**config.mk**
```make
export PLATFORM = sky130hd
export DESIGN_NAME = stopwatch_ctrl
export DESIGN_NICKNAME = d
export VERILOG_FILES = /design/src/rtl/stopwatch_ctrl.sv
export SDC_FILE = /design/constraint.sdc
export NUM_CORES = 1
export LEC_CHECK = 0
export ABC_AREA = 1
export ABC_CLOCK_PERIOD_IN_PS = 2500
export CORE_MARGIN = 2
export CORE_UTILIZATION = 40
export CTS_BUF_LIST = sky130_fd_sc_hd__clkbuf_4 sky130_fd_sc_hd__clkbuf_8
export DETAILED_ROUTE_END_ITERATION = 16
export SETUP_SLACK_MARGIN = 0.05
export SYNTH_ARGS = -nofsm -noshare
export SYNTH_HDL_FRONTEND = slang
export SYNTH_SLANG_ARGS = --single-unit
```
**constraint.sdc**
```tcl
create_clock -name sysClk -period 2.5 [get_ports sysClk]
set_clock_uncertainty 0.05 [all_clocks]
set_input_delay 0.375 -clock sysClk [delete_from_list [all_inputs] [get_ports sysClk]]
set_output_delay 0.375 -clock sysClk [all_outputs]
set_load 0.05 [all_outputs]
```
**src/rtl/stopwatch_ctrl.sv**
```systemverilog
// Stopwatch control: edge-detects the divider tick and the three buttons, runs the
// IDLE/RUNNING/PAUSED(/LAP) state machine and keeps a BCD mm:ss count with registered display.
// Optional lap feature is compiled in when the macro SW_LAP_EN is defined.
module stopwatch_ctrl (
    input  logic       sysClk,
    input  logic       reset,
    input  logic       div_clk,
    input  logic       btn_start,
    input  logic       btn_lap,
    input  logic       btn_clear,
    output logic       div_reset,
    output logic [3:0] sec_ones,
    output logic [2:0] sec_tens,
    output logic [3:0] min_ones,
    output logic [2:0] min_tens,
    output logic       running,
    output logic       lap_active,
    output logic       overflow
);

`ifdef SW_LAP_EN
    typedef enum logic [1:0] {StIdle, StRunning, StPaused, StLap} state_t;
`else
    typedef enum logic [1:0] {StIdle, StRunning, StPaused} state_t;
`endif

    state_t      state_q, state_d;
    logic        div_q, start_q, clear_q;
    logic        tick, start_ev, clear_ev;
    logic        counting, inc, wrap, div_rst_d;
    // Internal count packed as {min_tens, min_ones, sec_tens, sec_ones}
    logic [13:0] cnt_q, cnt_d, disp_d;

    assign tick     = div_clk & ~div_q;
    assign start_ev = btn_start & ~start_q;
    assign clear_ev = btn_clear & ~clear_q;

`ifdef SW_LAP_EN
    logic        lap_q, lap_ev;
    logic [13:0] latch_q, latch_d;
    assign lap_ev   = btn_lap & ~lap_q;
    assign counting = (state_q == StRunning) || (state_q == StLap);
`else
    logic unused_lap;
    assign unused_lap = btn_lap;
    assign counting   = (state_q == StRunning);
    assign lap_active = 1'b0;
`endif

    // BCD increment of the internal count with carries and 59:59 wrap
    always_comb begin
        cnt_d = cnt_q;
        wrap  = 1'b0;
        inc   = tick & counting & ~clear_ev;
        if (clear_ev) begin
            cnt_d = '0;
        end else if (inc) begin
            if (cnt_q[3:0] == 4'd9) begin
                cnt_d[3:0] = 4'd0;
                if (cnt_q[6:4] == 3'd5) begin
                    cnt_d[6:4] = 3'd0;
                    if (cnt_q[10:7] == 4'd9) begin
                        cnt_d[10:7] = 4'd0;
                        if (cnt_q[13:11] == 3'd5) begin
                            cnt_d[13:11] = 3'd0;
                            wrap         = 1'b1;
                        end else begin
                            cnt_d[13:11] = cnt_q[13:11] + 3'd1;
                        end
                    end else begin
                        cnt_d[10:7] = cnt_q[10:7] + 4'd1;
                    end
                end else begin
                    cnt_d[6:4] = cnt_q[6:4] + 3'd1;
                end
            end else begin
                cnt_d[3:0] = cnt_q[3:0] + 4'd1;
            end
        end
    end

    // Next state with clear > start > lap priority, divider realignment and display select
    always_comb begin
        state_d   = state_q;
        div_rst_d = 1'b0;
        if (clear_ev) begin
            state_d   = StIdle;
            div_rst_d = 1'b1;
        end else if (start_ev) begin
            case (state_q)
                StIdle: begin
                    state_d   = StRunning;
                    div_rst_d = 1'b1;
                end
                StRunning: state_d = StPaused;
                StPaused:  state_d = StRunning;
`ifdef SW_LAP_EN
                StLap:     state_d = StPaused;
`endif
                default:   state_d = StIdle;
            endcase
`ifdef SW_LAP_EN
        end else if (lap_ev) begin
            if (state_q == StRunning) begin
                state_d = StLap;
            end else if (state_q == StLap) begin
                state_d = StRunning;
            end
`endif
        end
        disp_d = cnt_d;
`ifdef SW_LAP_EN
        latch_d = latch_q;
        if ((state_q != StLap) && (state_d == StLap)) begin
            latch_d = cnt_d;
        end
        if (state_d == StLap) begin
            disp_d = latch_d;
        end
`endif
    end

    // State, edge-detect flops and registered outputs; reset overrides every event
    always_ff @(posedge sysClk) begin
        if (reset) begin
            state_q   <= StIdle;
            div_q     <= 1'b1;
            start_q   <= 1'b1;
            clear_q   <= 1'b1;
            cnt_q     <= '0;
            div_reset <= 1'b0;
            running   <= 1'b0;
            overflow  <= 1'b0;
            {min_tens, min_ones, sec_tens, sec_ones} <= '0;
`ifdef SW_LAP_EN
            lap_q      <= 1'b1;
            latch_q    <= '0;
            lap_active <= 1'b0;
`endif
        end else begin
            state_q   <= state_d;
            div_q     <= div_clk;
            start_q   <= btn_start;
            clear_q   <= btn_clear;
            cnt_q     <= cnt_d;
            div_reset <= div_rst_d;
            overflow  <= wrap;
            {min_tens, min_ones, sec_tens, sec_ones} <= disp_d;
`ifdef SW_LAP_EN
            lap_q      <= btn_lap;
            latch_q    <= latch_d;
            lap_active <= (state_d == StLap);
            running    <= (state_d == StRunning) || (state_d == StLap);
`else
            running    <= (state_d == StRunning);
`endif
        end
    end

endmodule

```
======== After elaboration in Yosys (flattened, before gate mapping) ========
Index checks and enable logic that the tools add are counted.
word-level totals
  register bits after elaboration ......... 36
  word-level logic and storage cells ...... 55
  output and inout bits ................... 18
  input port bits ......................... 6
cells by class
  bitwise logic cells ..................... 13
  equal/unequal tests ..................... 7
  reductions and logical operators ........ 3
  muxes and demuxes ....................... 16
  $add $sub $neg .......................... 4
operators by type and width
  operator                                                         count
  14-bit 2-to-1 mux                                                2
  10-bit 2-to-1 mux                                                1
  3-bit 2-to-1 mux                                                 3
  4-bit by 1-bit adder with 4-bit output, second input constant    2
  4-bit == test, second input constant                             2
  4-bit 2-to-1 mux                                                 2
  1-bit inverter                                                   8
  7-bit 2-to-1 mux                                                 1
  3-bit by 1-bit adder with 3-bit output, second input constant    2
  3-bit == test, second input constant                             2
  6-bit OR reduction                                               1
  1-bit AND                                                        5
  2-bit by 1-bit == test with 1-bit output, second input constant  2
  1-bit 2-to-1 mux                                                 4
  2-bit 2-to-1 mux                                                 2
  2-bit case mux with 2 select lines                               1
  2-bit == test, second input constant                             1
  2-bit logical NOT                                                1
  2-bit OR reduction                                               1

======== Logic depth before layout (Yosys ltp) ========
Gate-level depths: netlist of run 1.
  depth in word-level cells ............... 7
  mapped depth ............................ 8
  mapped depth without buffers ............ 8

======== Worst setup path after synthesis of run 1 ========
OpenSTA, ideal clock, no wires.
  path type ............................... register to register
  start ................................... register sec_ones[0] (netlist name)
  end ..................................... register sec_tens[0]
  slack ................................... 826 ps
  stages on the path, launching flop included .. 7
  data arrival time ....................... 1503 ps
  data required time ...................... 2330 ps
  library setup time ...................... 120 ps
  period minus slack after synthesis ...... 1674 ps
  path buffers ............................ 0
  cells stage by stage .................... dfxtp_1 -> ha_1 -> nand3_2 -> inv_2 -> nand2_2 -> o21ai_0 -> a21oi_1
RTL lines
  item                    RTL line  text
  end signal: assignment  148       {min_tens, min_ones, sec_tens, sec_ones} <= disp_d;
  end: declaration        13        output logic [2:0] sec_tens,

======== Final worst setup path of run 1 ========
  start ................................... register min_tens[0]
  end ..................................... output port min_tens[0]
RTL lines
  item                      RTL line  text
  start: declaration        15        output logic [2:0] min_tens,
  start signal: assignment  148
No word-level cell between the ends.

==> flow_summary.json, run 1 <==
{
  "status": "complete, no violations",
  "dieArea_um2": 3360,
  "hold_buffers": 0,
  "crit_path_start": "min_tens[0]",
  "syn_to_final_growth_pct": 23.3,
  "rsz0062_at_grt": "false",
  "chipHeight_um": 57.9,
  "die_x_um": 57.9,
  "drive_above_1_share": 0.192,
  "wirelength_um": 2250,
  "antenna_found_initial": 0,
  "ant_nets": 0,
  "yosys_register_bits": 22,
  "met2_usage": 0.242,
  "tritoncts": "built",
  "synthTopCellsByArea": "dfxtp_1 38%, nand2_1 7.7%, nand3_1 6.0%",
  "root_buffer": "clkbuf_4",
  "core_region_area_um2": 2760,
  "dr.pass1.iters": 4,
  "rr_startpoint": "sec_ones[0]",
  "diodes": 0,
  "dp.cells": 199,
  "synth.top_cell.area_share": 0.378,
  "ys_top_cells_by_count": "24 x nand2_1, 22 x dfxtp_1, 14 x nand3_1, 13 x inv_1, 13 x nor2_1",
  "grt_max_degree": 14,
  "synth_area_per_cell_um2": 7.76,
  "async_reset_ff_frac": 0,
  "n_fill_cell": 278,
  "yosysWarningCount": 0,
  "io_pins": 24,
  "slowest_delay_ns": 0.85,
  "synth_nets": 160,
  "drc": 0,
  "netlist-cell-type-count": 25,
  "path_buf_inv": 1,
  "syn_area_um2": 1160,
  "r2r_setup_slack_ns": 0.98,
  "clock_sinks": 22,
  "vias": 1003,
  "io_buffers": 21,
  "grt_usage": 0.146,
  "yosysMostFrequentCell": "nand2_1",
  "crit_type": "reg -> out",
  "ys_seq_area_frac": 0.378,
  "numCtsBuffers": 3,
  "power.density_nw_per_um2": 474,
  "rows": 19,
  "final.setup.tns_ns": 0,
  "maxSlewHeadroom": 0.666,
  "peakVddDrop_mv": 0.411,
  "fmax_mhz": 487,
  "fin_crit_ns": 2.05,
  "post_drt_wl_per_cell_um": 11.1,
  "p_leak_nw": 0.514,
  "initialDrtViolationCount": 30,
  "crit_slowest_cell": "clkdlybuf4s50_1",
  "setup_viol": 0,
  "cp_top_family": "buffers and inverters",
  "maxCapViolations": 0,
  "worstPathRequired_ns": 2.08,
  "syn_inst": 150,
  "clk_pin_slew_ns": 0.12,
  "synth_edf_count": 0,
  "start_kind": "register",
  "grt_pass1_vias": 865,
  "slew_viol_final": 0,
  "nNetsFinal": 183,
  "timing.rr.end": "cnt_q[10]",
  "place_congestion": 0.739,
  "postCtsSetupBuffers": 0,
  "cts.path.max_buffers": 2,
  "holdCritPathClass": "reg -> reg",
  "clk_latency_ns": 0.31,
  "cts_resized": 0,
  "synth_ff_type": "dfxtp_1",
  "critPathCapture": "min_tens[0]",
  "r2r_cells": 6,
  "use_met1": 0.188,
  "crit_chain": "clkdlybuf4s50_1",
  "grt_overflow_total": 0,
  "use_met3": 0.0469,
  "hold_viol": 0,
  "cp-end-kind": "output port",
  "cp_max_fo": 8,
  "start_util": 0.422,
  "hpwl_um": 1720,
  "worst_pin_slew_ns": 0.500,
  "cp_num_cells": 1,
  "via_per_inst": 4.94,
  "cp.arrival_ns": 1.63,
  "synth.largest_area_cell": "dfxtp_1",
  "grt_pass1_wl_um": 3840,
  "finalCritPeriodShare": 0.821,
  "h-tree-depth": 1,
  "stdcell_count": 203,
  "grt.busiest_layer": "met2"
}
## worst register-to-register path, stage by stage (launching register included)
cell,delay (ns)
dfxtp_1,0.45
ha_1,0.20
nand3_2,0.13
inv_2,0.18
nand3_1,0.19
nand2_1,0.13
a21oi_1,0.08
## sequential cells by signal, indices dropped and copies added, names as in the netlist, 2 cells and up
| name | cells |
|---|---|
| sec_ones | 3 |
| cnt_q | 3 |
| min_ones | 3 |
| min_tens | 3 |
| state_q | 2 |
| sec_tens | 2 |
## area by class of cell
cell class	count	area, µm²	share of cell area
multi-input cells	107	626	0.436
flip-flops and latches	22	440	0.307
repair buffers	21	210	0.146
inverters	18	67.6	0.0471
well taps	31	38.8	0.0270
clock inverters	1	30.0	0.0209
clock buffers	3	22.5	0.0157
## stage by stage
step / worst slack, ns / utilization / hold WS [ns] / instance area (µm²) / power, W
finish: 0.447 / 0.520 / 0.474 / 1440 / 0.000681
global route: 0.378 / 0.520 / 0.510 / 1440 / 0.000710
CTS: 0.423 / 0.520 / 0.477 / 1440 / 0.000693
detailed placement: 0.569 / 0.501 / 0.456 / 1380 / 0.000417
global placement: 0.611 / 0.501 / 0.460 / 1380 / 0.000416
floorplan: 0.826 / - / 0.394 / 1160 / 0.000404
## kinds of logic after synthesis
group / synth area share
AND/OR/NAND/NOR: 0.376
flip-flops: 0.378
buffers and inverters: 0.0839
AO/OA/AOI/OAI: 0.0774
XOR/XNOR: 0.0376
adder cells (fa/ha/maj): 0.0430
other: 0.00322
## placed cells by master (no fill, tap or decap), drive strengths merged
| cell type | n |
|---|---|
| o21a | 1 |
| a21oi | 12 |
| bufinv | 1 |
| or2 | 4 |
| nor3 | 7 |
| ha | 4 |
| nand2 | 30 |
| o21ai | 3 |
| o211ai | 1 |
| clkdlybuf4s50 | 21 |
| xnor2 | 1 |
| clkbuf | 3 |
| nand4 | 1 |
| xor2 | 4 |
| nand3 | 17 |
| inv | 18 |
| dfxtp | 22 |
| nor2 | 21 |
| conb | 1 |
## where the power goes
part | total [W] | internal [W] | leakage (nW) | switching [W]
sequential | 0.000360 | 0.000357 | 0.178 | 0.00000319
clock | 0.000272 | 0.000162 | 0.0279 | 0.000110
combinational | 0.0000489 | 0.0000172 | 0.307 | 0.0000317
## how the worst min path moves through the flow
stage | start | endpoint | slack, ns | cells past startpoint
final | min_tens[2] | min_tens[2] | 0.47 | 2
after CTS | min_tens[2] | min_tens[2] | 0.48 | 2
after global routing | min_ones[1] | min_ones[1] | 0.51 | 2
after detailed placement | min_tens[2] | min_tens[2] | 0.46 | 2
after global placement | min_tens[2] | min_tens[2] | 0.46 | 2
after floorplan | reset | div_reset | 0.39 | 1
## routing by layer
layer	share of wire	wire, µm	vias up
met5	0	0	-
met4	0.012	27	0
met3	0.031	69	4
met2	0.50	1130	15
met1	0.46	1030	462
li1	-	-	522
No activity file was read; power rests on OpenSTA's default activity.
==> inputs of run 2 (changes only) <==
--- a/config.mk
+++ b/config.mk
@@ -6,7 +6,7 @@
 export NUM_CORES = 1
 export LEC_CHECK = 0
 export ABC_AREA = 1
-export ABC_CLOCK_PERIOD_IN_PS = 2500
+export ABC_CLOCK_PERIOD_IN_PS = 1890
 export CORE_MARGIN = 2
 export CORE_UTILIZATION = 40
 export CTS_BUF_LIST = sky130_fd_sc_hd__clkbuf_4 sky130_fd_sc_hd__clkbuf_8
==> constraint.sdc (replaced) <==
create_clock -name sysClk -period 1.89 [get_ports sysClk]
set_clock_uncertainty 0.05 [all_clocks]
set_input_delay 0.2835 -clock sysClk [delete_from_list [all_inputs] [get_ports sysClk]]
set_output_delay 0.2835 -clock sysClk [all_outputs]
set_load 0.05 [all_outputs]
==> run 2 against run 1 <==
  * Flip-flop and latch count unchanged
  * Critical path depth unchanged
  * First-iteration DRC count unchanged
  * Non-clock buffer count increased by 2
  * Cell count increased by 0.49%
  * Routed wire length decreased by 5.3%
  * Via count decreased by 1.9%
  * Critical path type unchanged
==> flow_summary.json, run 2 (synthesized netlist as in run 1, its figures left out) <==
{
  "grt_usage": 0.136,
  "peakVddDrop_mv": 0.395,
  "crit_type": "reg -> out",
  "worst_pin_slew_ns": 0.501,
  "ant_nets": 0,
  "holdCritPathClass": "reg -> reg",
  "setup_ws_ns": 0.138,
  "grt_overflow_total": 0,
  "fmax_mhz": 571,
  "clk_pin_slew_ns": 0.12,
  "worstPathRequired_ns": 1.56,
  "status": "complete, no violations",
  "syn_to_final_growth_pct": 19.1,
  "wirelength_um": 2130,
  "hold_buffers": 0,
  "via_per_inst": 4.82,
  "cts_resized": 1,
  "vias": 984,
  "cp.arrival_ns": 1.42,
  "postCtsSetupBuffers": 0,
  "grt_pass1_vias": 857,
  "initialDrtViolationCount": 30,
  "root_buffer": "clkbuf_4",
  "n_fill_cell": 276,
  "io_pins": 24,
  "fin_crit_ns": 1.75,
  "maxSlewHeadroom": 0.665,
  "start_kind": "register",
  "dr.pass1.iters": 4,
  "antenna_found_initial": 0,
  "met1_length_um": 1040,
  "start_util": 0.422,
  "cp-end-kind": "output port",
  "stdcell_count": 204,
  "place_congestion": 0.717,
  "hpwl_um": 1680,
  "h-tree-depth": 1,
  "dr_wl_met3_um": 75,
  "die_x_um": 57.9,
  "io_buffers": 21,
  "cp_max_fo": 1,
  "drc": 0,
  "power.density_nw_per_um2": 539,
  "met2WireLength_um": 997,
  "p_leak_nw": 0.542,
  "setup_viol": 0,
  "top_layer": "met4",
  "drive_above_1_share": 0.272,
  "final_common_cell": "nand2_1",
  "crit_chain": "clkdlybuf4s50_1",
  "hold_viol": 0,
  "final.setup.tns_ns": 0,
  "rsz0062_at_grt": "false",
  "dp.cells": 201,
  "clock_sinks": 22,
  "tritoncts": "built",
  "diodes": 0,
  "grt_max_degree": 13,
  "multi_input_area_um2": 626,
  "chipHeight_um": 57.9,
  "layout_common_cells": "24 x nand2_1, 22 x dfxtp_1, 15 x buf_4, 14 x nand3_1",
  "path_buf_inv": 1,
  "nNetsFinal": 185,
  "maxCapViolations": 0,
  "cts.path.max_buffers": 2,
  "clk_latency_ns": 0.29,
  "cp_top_family": "buffers and inverters",
  "grt_pass1_wl_um": 3630,
  "crit_slowest_cell": "clkdlybuf4s50_1",
  "seqCellArea_um2": 440,
  "post_drt_wl_per_cell_um": 10.5,
  "core_region_area_um2": 2760,
  "slowest_delay_ns": 0.80,
  "finalCritPeriodShare": 0.927,
  "rows": 19,
  "slew_viol_final": 0,
  "total_power_w": 0.000748,
  "place_ws_ns": 0.175,
  "numCtsBuffers": 3,
  "dieArea_um2": 3360
}
-- run 2: final timing paths --
| path | end | slack, ns | cells after the start | startpoint |
|---|---|---|---|---|
| worst max-delay path | div_reset | 0.14 | 1 | div_reset |
| worst min-delay path | min_tens[2] | 0.47 | 2 | min_tens[2] |
| worst max register to register | cnt_q[10] | 0.41 | 6 | sec_ones[0] |
| worst min register to register | min_tens[2] | 0.47 | 2 | min_tens[2] |
-- run 2: layer usage --
layer  vias to the layer above  track usage
met5                         -            0
met4                         0       0.0399
met3                         2       0.0246
met2                        13        0.227
met1                       448        0.178
li1                        521            -
-- run 2: metrics by stage --
| step | hold WS, ns | instance area (µm²) | utilization |
|---|---|---|---|
| finish | 0.472 | 1390 | 0.503 |
| global route | 0.514 | 1390 | 0.503 |
| CTS | 0.472 | 1390 | 0.503 |
| detailed placement | 0.452 | 1370 | 0.495 |
| global placement | 0.456 | 1370 | 0.495 |
| floorplan | 0.303 | 1160 | - |
-- run 2: report_power, final --
part           switching (W)  leakage [nW]  internal (W)
clock network       0.000132        0.0138     0.0000741
registers         0.00000390         0.178      0.000472
logic              0.0000424         0.350     0.0000230
total               0.000179         0.542      0.000569
-- run 2: area by class of cell --
type                    count  share of cell area
inverters                  18              0.0487
flip-flops and latches     22               0.318
clock buffers               3              0.0162
multi-input cells         107               0.451
repair buffers             23               0.138
well taps                  31              0.0280
-- run 2: worst min-delay path: cells and delay by family, from the launching register on --
kind	cells	cell delay [ns]
AO/OA/AOI/OAI	1	0.05
flip-flops	1	0.36
AND/OR/NAND/NOR	1	0.07
==> patch: new RTL, flow settings as in run 1 <==
The 3 states of `state_t` get a one-hot encoding in 3 bits.
--- a/src/rtl/stopwatch_ctrl.sv
+++ b/src/rtl/stopwatch_ctrl.sv
@@ -21,7 +21,7 @@
 `ifdef SW_LAP_EN
     typedef enum logic [1:0] {StIdle, StRunning, StPaused, StLap} state_t;
 `else
-    typedef enum logic [1:0] {StIdle, StRunning, StPaused} state_t;
+    typedef enum logic [2:0] {StIdle = 3'b001, StRunning = 3'b010, StPaused = 3'b100} state_t;
 `endif
 
     state_t      state_q, state_d;
Function: no difference found for any inputs over 10 cycles, from zero or initial values and one cycle with reset high; not proved beyond that.
==> patch against run 1 <==
Cell count increased by 3.4%. Highest routed layer unchanged. Design area down 1.4%. Register-to-register slack improved by 0.03 ns. First-iteration DRC count up 3.3%. Non-clock buffer count did not move. Sequential cell count increased by 1. Setup slack improved by 0.036 ns. Sequential power is 4% higher. Area after synthesis fell by 0.75%. Wire length shrank 4.2%. Power fell by 12%.
==> patch: results (changes against run 1) <==
- Maximum vdd ir drop: 0.271 mV (-34%)
- Last weighted congestion value of the routability-driven placer: 0.812 (+9.9%)
- # diodes: 0 (unchanged)
- Top_reg_cell synth: sky130_fd_sc_hd__dfxtp_1
- Syn nets: 166 (+3.8%)
- Number of gates resized after cts: 0 (unchanged)
- Yosys warning count: 0 (unchanged)
- Share of synthesized flip-flops with an asynchronous set or reset: 0 (unchanged)
- Met1 routed wirelength after detailed routing: 1030 µm (+0.39%)
- Routed wl met2: 1020 µm (-9.6%)
- Top fanout value on the critical path: 5 (-3)
- Worst skew pair latency: 0.30 ns
- Nets: 190 (+3.8%)
- Tightest hold margin: 0.472 ns (-0.00146 ns)
- CTS Buf Count: 3 (unchanged)
- Cell family contributing the most delay on the critical path: buffers and inverters
- Most frequent cells after synthesis: sky130_fd_sc_hd__inv_1, sky130_fd_sc_hd__nand2_1, sky130_fd_sc_hd__dfxtp_1, sky130_fd_sc_hd__nor2_1, sky130_fd_sc_hd__nand3_1
- Worst r2r path cells: 8 (+2)
- Number of antenna violations at the first check in global routing: 0 (unchanged)
- Flop2flop setup slack: 1.01 ns (+0.03 ns)
- Number of DRC violations after detailed-routing iteration 0: 31 (+3.3%)
- Actual slew at the worst max-slew pin: 0.504 ns (+0.00411 ns)
- Total routed wirelength: 2160 µm (-4.2%)
- Post-detail-place hpwl: 1630 µm (-5.5%)
- First-pass GRT wire length: 3910 µm (+1.6%)
- Crit path max-delay cell type: sky130_fd_sc_hd__clkdlybuf4s50_1
- Cells taking the most area after synthesis: sky130_fd_sc_hd__dfxtp_1, sky130_fd_sc_hd__inv_1, sky130_fd_sc_hd__nand2_1, sky130_fd_sc_hd__nor2_1, sky130_fd_sc_hd__nand3_1
- Via count: 1010 (+0.70%)
- Root buffer cell: sky130_fd_sc_hd__clkbuf_4
- Sequential element share of the synthesized area: 0.399 (+0.0202)
- Critical path data arrival time: 1.59 ns (-0.04 ns)
- Result of the run: finished clean
- Metal3 WL: 88 µm (+28%)
- Top Layer Used: met4
- H-tree levels: 1 (unchanged)
- Total track usage: 0.145 (-0.00119)
- Largest net degree at the start of global routing: 13 (-1)
- Fill cell count: 271 (-2.5%)
- Clk pin slew, worst setup/hold paths: 0.12 ns (about the same)
- Min-Delay Path Class: reg2reg
- Count of cells along the worst hold path: 2 (unchanged)
- Number of optimization iterations in the first detailed-route pass: 4 (unchanged)
- Proportion of layout cells with a drive suffix above 1: 0.123 (-0.0690)
- Number of unique standard cell types used by synthesis: 28 (+12%)
- Number of I/O port buffers: 21 (unchanged)
- Via count of the first global-routing pass: 954 (+10%)
- Leakage: 0.582 nW (+13%)
- Number of buffers on the longest clock path: 2 (unchanged)
- Post-CTS Setup Inserts: 0 (unchanged)
- Delay contributed by the slowest stage of the critical path: around 0.84 ns
-- patch: cell count changes after synthesis, sizes merged, moves of 2 or more --
cell and change:
nand3 -2, or2 -2, a21oi -3, inv +10
nor3 -4, nor2 +4
-- patch: through the flow --
step / setup slack [ns] / area [µm²] / instances / power [mW]
after floorplan: 0.775 / 1150 / 156 / 0.415
after global placement: 0.491 / 1390 / 206 / 0.428
after detailed placement: 0.471 / 1390 / 206 / 0.429
after CTS: 0.453 / 1420 / 210 / 0.609
after global routing: 0.396 / 1420 / 210 / 0.631
final: 0.483 / 1420 / 210 / 0.599
-- patch: final cells by class --
class | count | area [µm²] | area share
Inverter | 28 | 105 | 0.0743
Tap cell | 31 | 38.8 | 0.0274
Timing Repair Buffer | 21 | 210 | 0.149
Clock buffer | 4 | 30.0 | 0.0212
Multi-Input combinational cell | 103 | 571 | 0.403
Sequential cell | 23 | 460 | 0.325
-- patch: metal layers --
layer  vias to the layer above  global-route usage
met5                         -                   0
met4                         0              0.0498
met3                         2              0.0246
met2                        14               0.255
met1                       461               0.179
li1                        533                   -
-- patch: logic make-up (layout without fill, tap and decap cells) --
logic type | after synthesis | after routing | synth area share
other | 1 | 1 | 0.00325
XOR/XNOR | 4 | 4 | 0.0303
flip-flops | 23 | 23 | 0.399
adder cells (fa/ha/maj) | 4 | 4 | 0.0433
AND/OR/NAND/NOR | 78 | 78 | 0.335
buffers and inverters | 30 | 53 | 0.107
AO/OA/AOI/OAI | 16 | 16 | 0.0823
-- patch: final timing paths --
check | start | to
max | sec_tens[0] | sec_tens[0]
min | cnt_q[10] | cnt_q[10]
max reg2reg | sec_ones[0] | min_ones[2]
min reg2reg | cnt_q[10] | cnt_q[10]
-- patch: where the power goes --
part | internal (mW) | leakage [nW] | switching, mW
logic | 0.0156 | 0.377 | 0.0291
registers | 0.372 | 0.187 | 0.00323
clock network | 0.0730 | 0.0184 | 0.105
total | 0.461 | 0.582 | 0.138
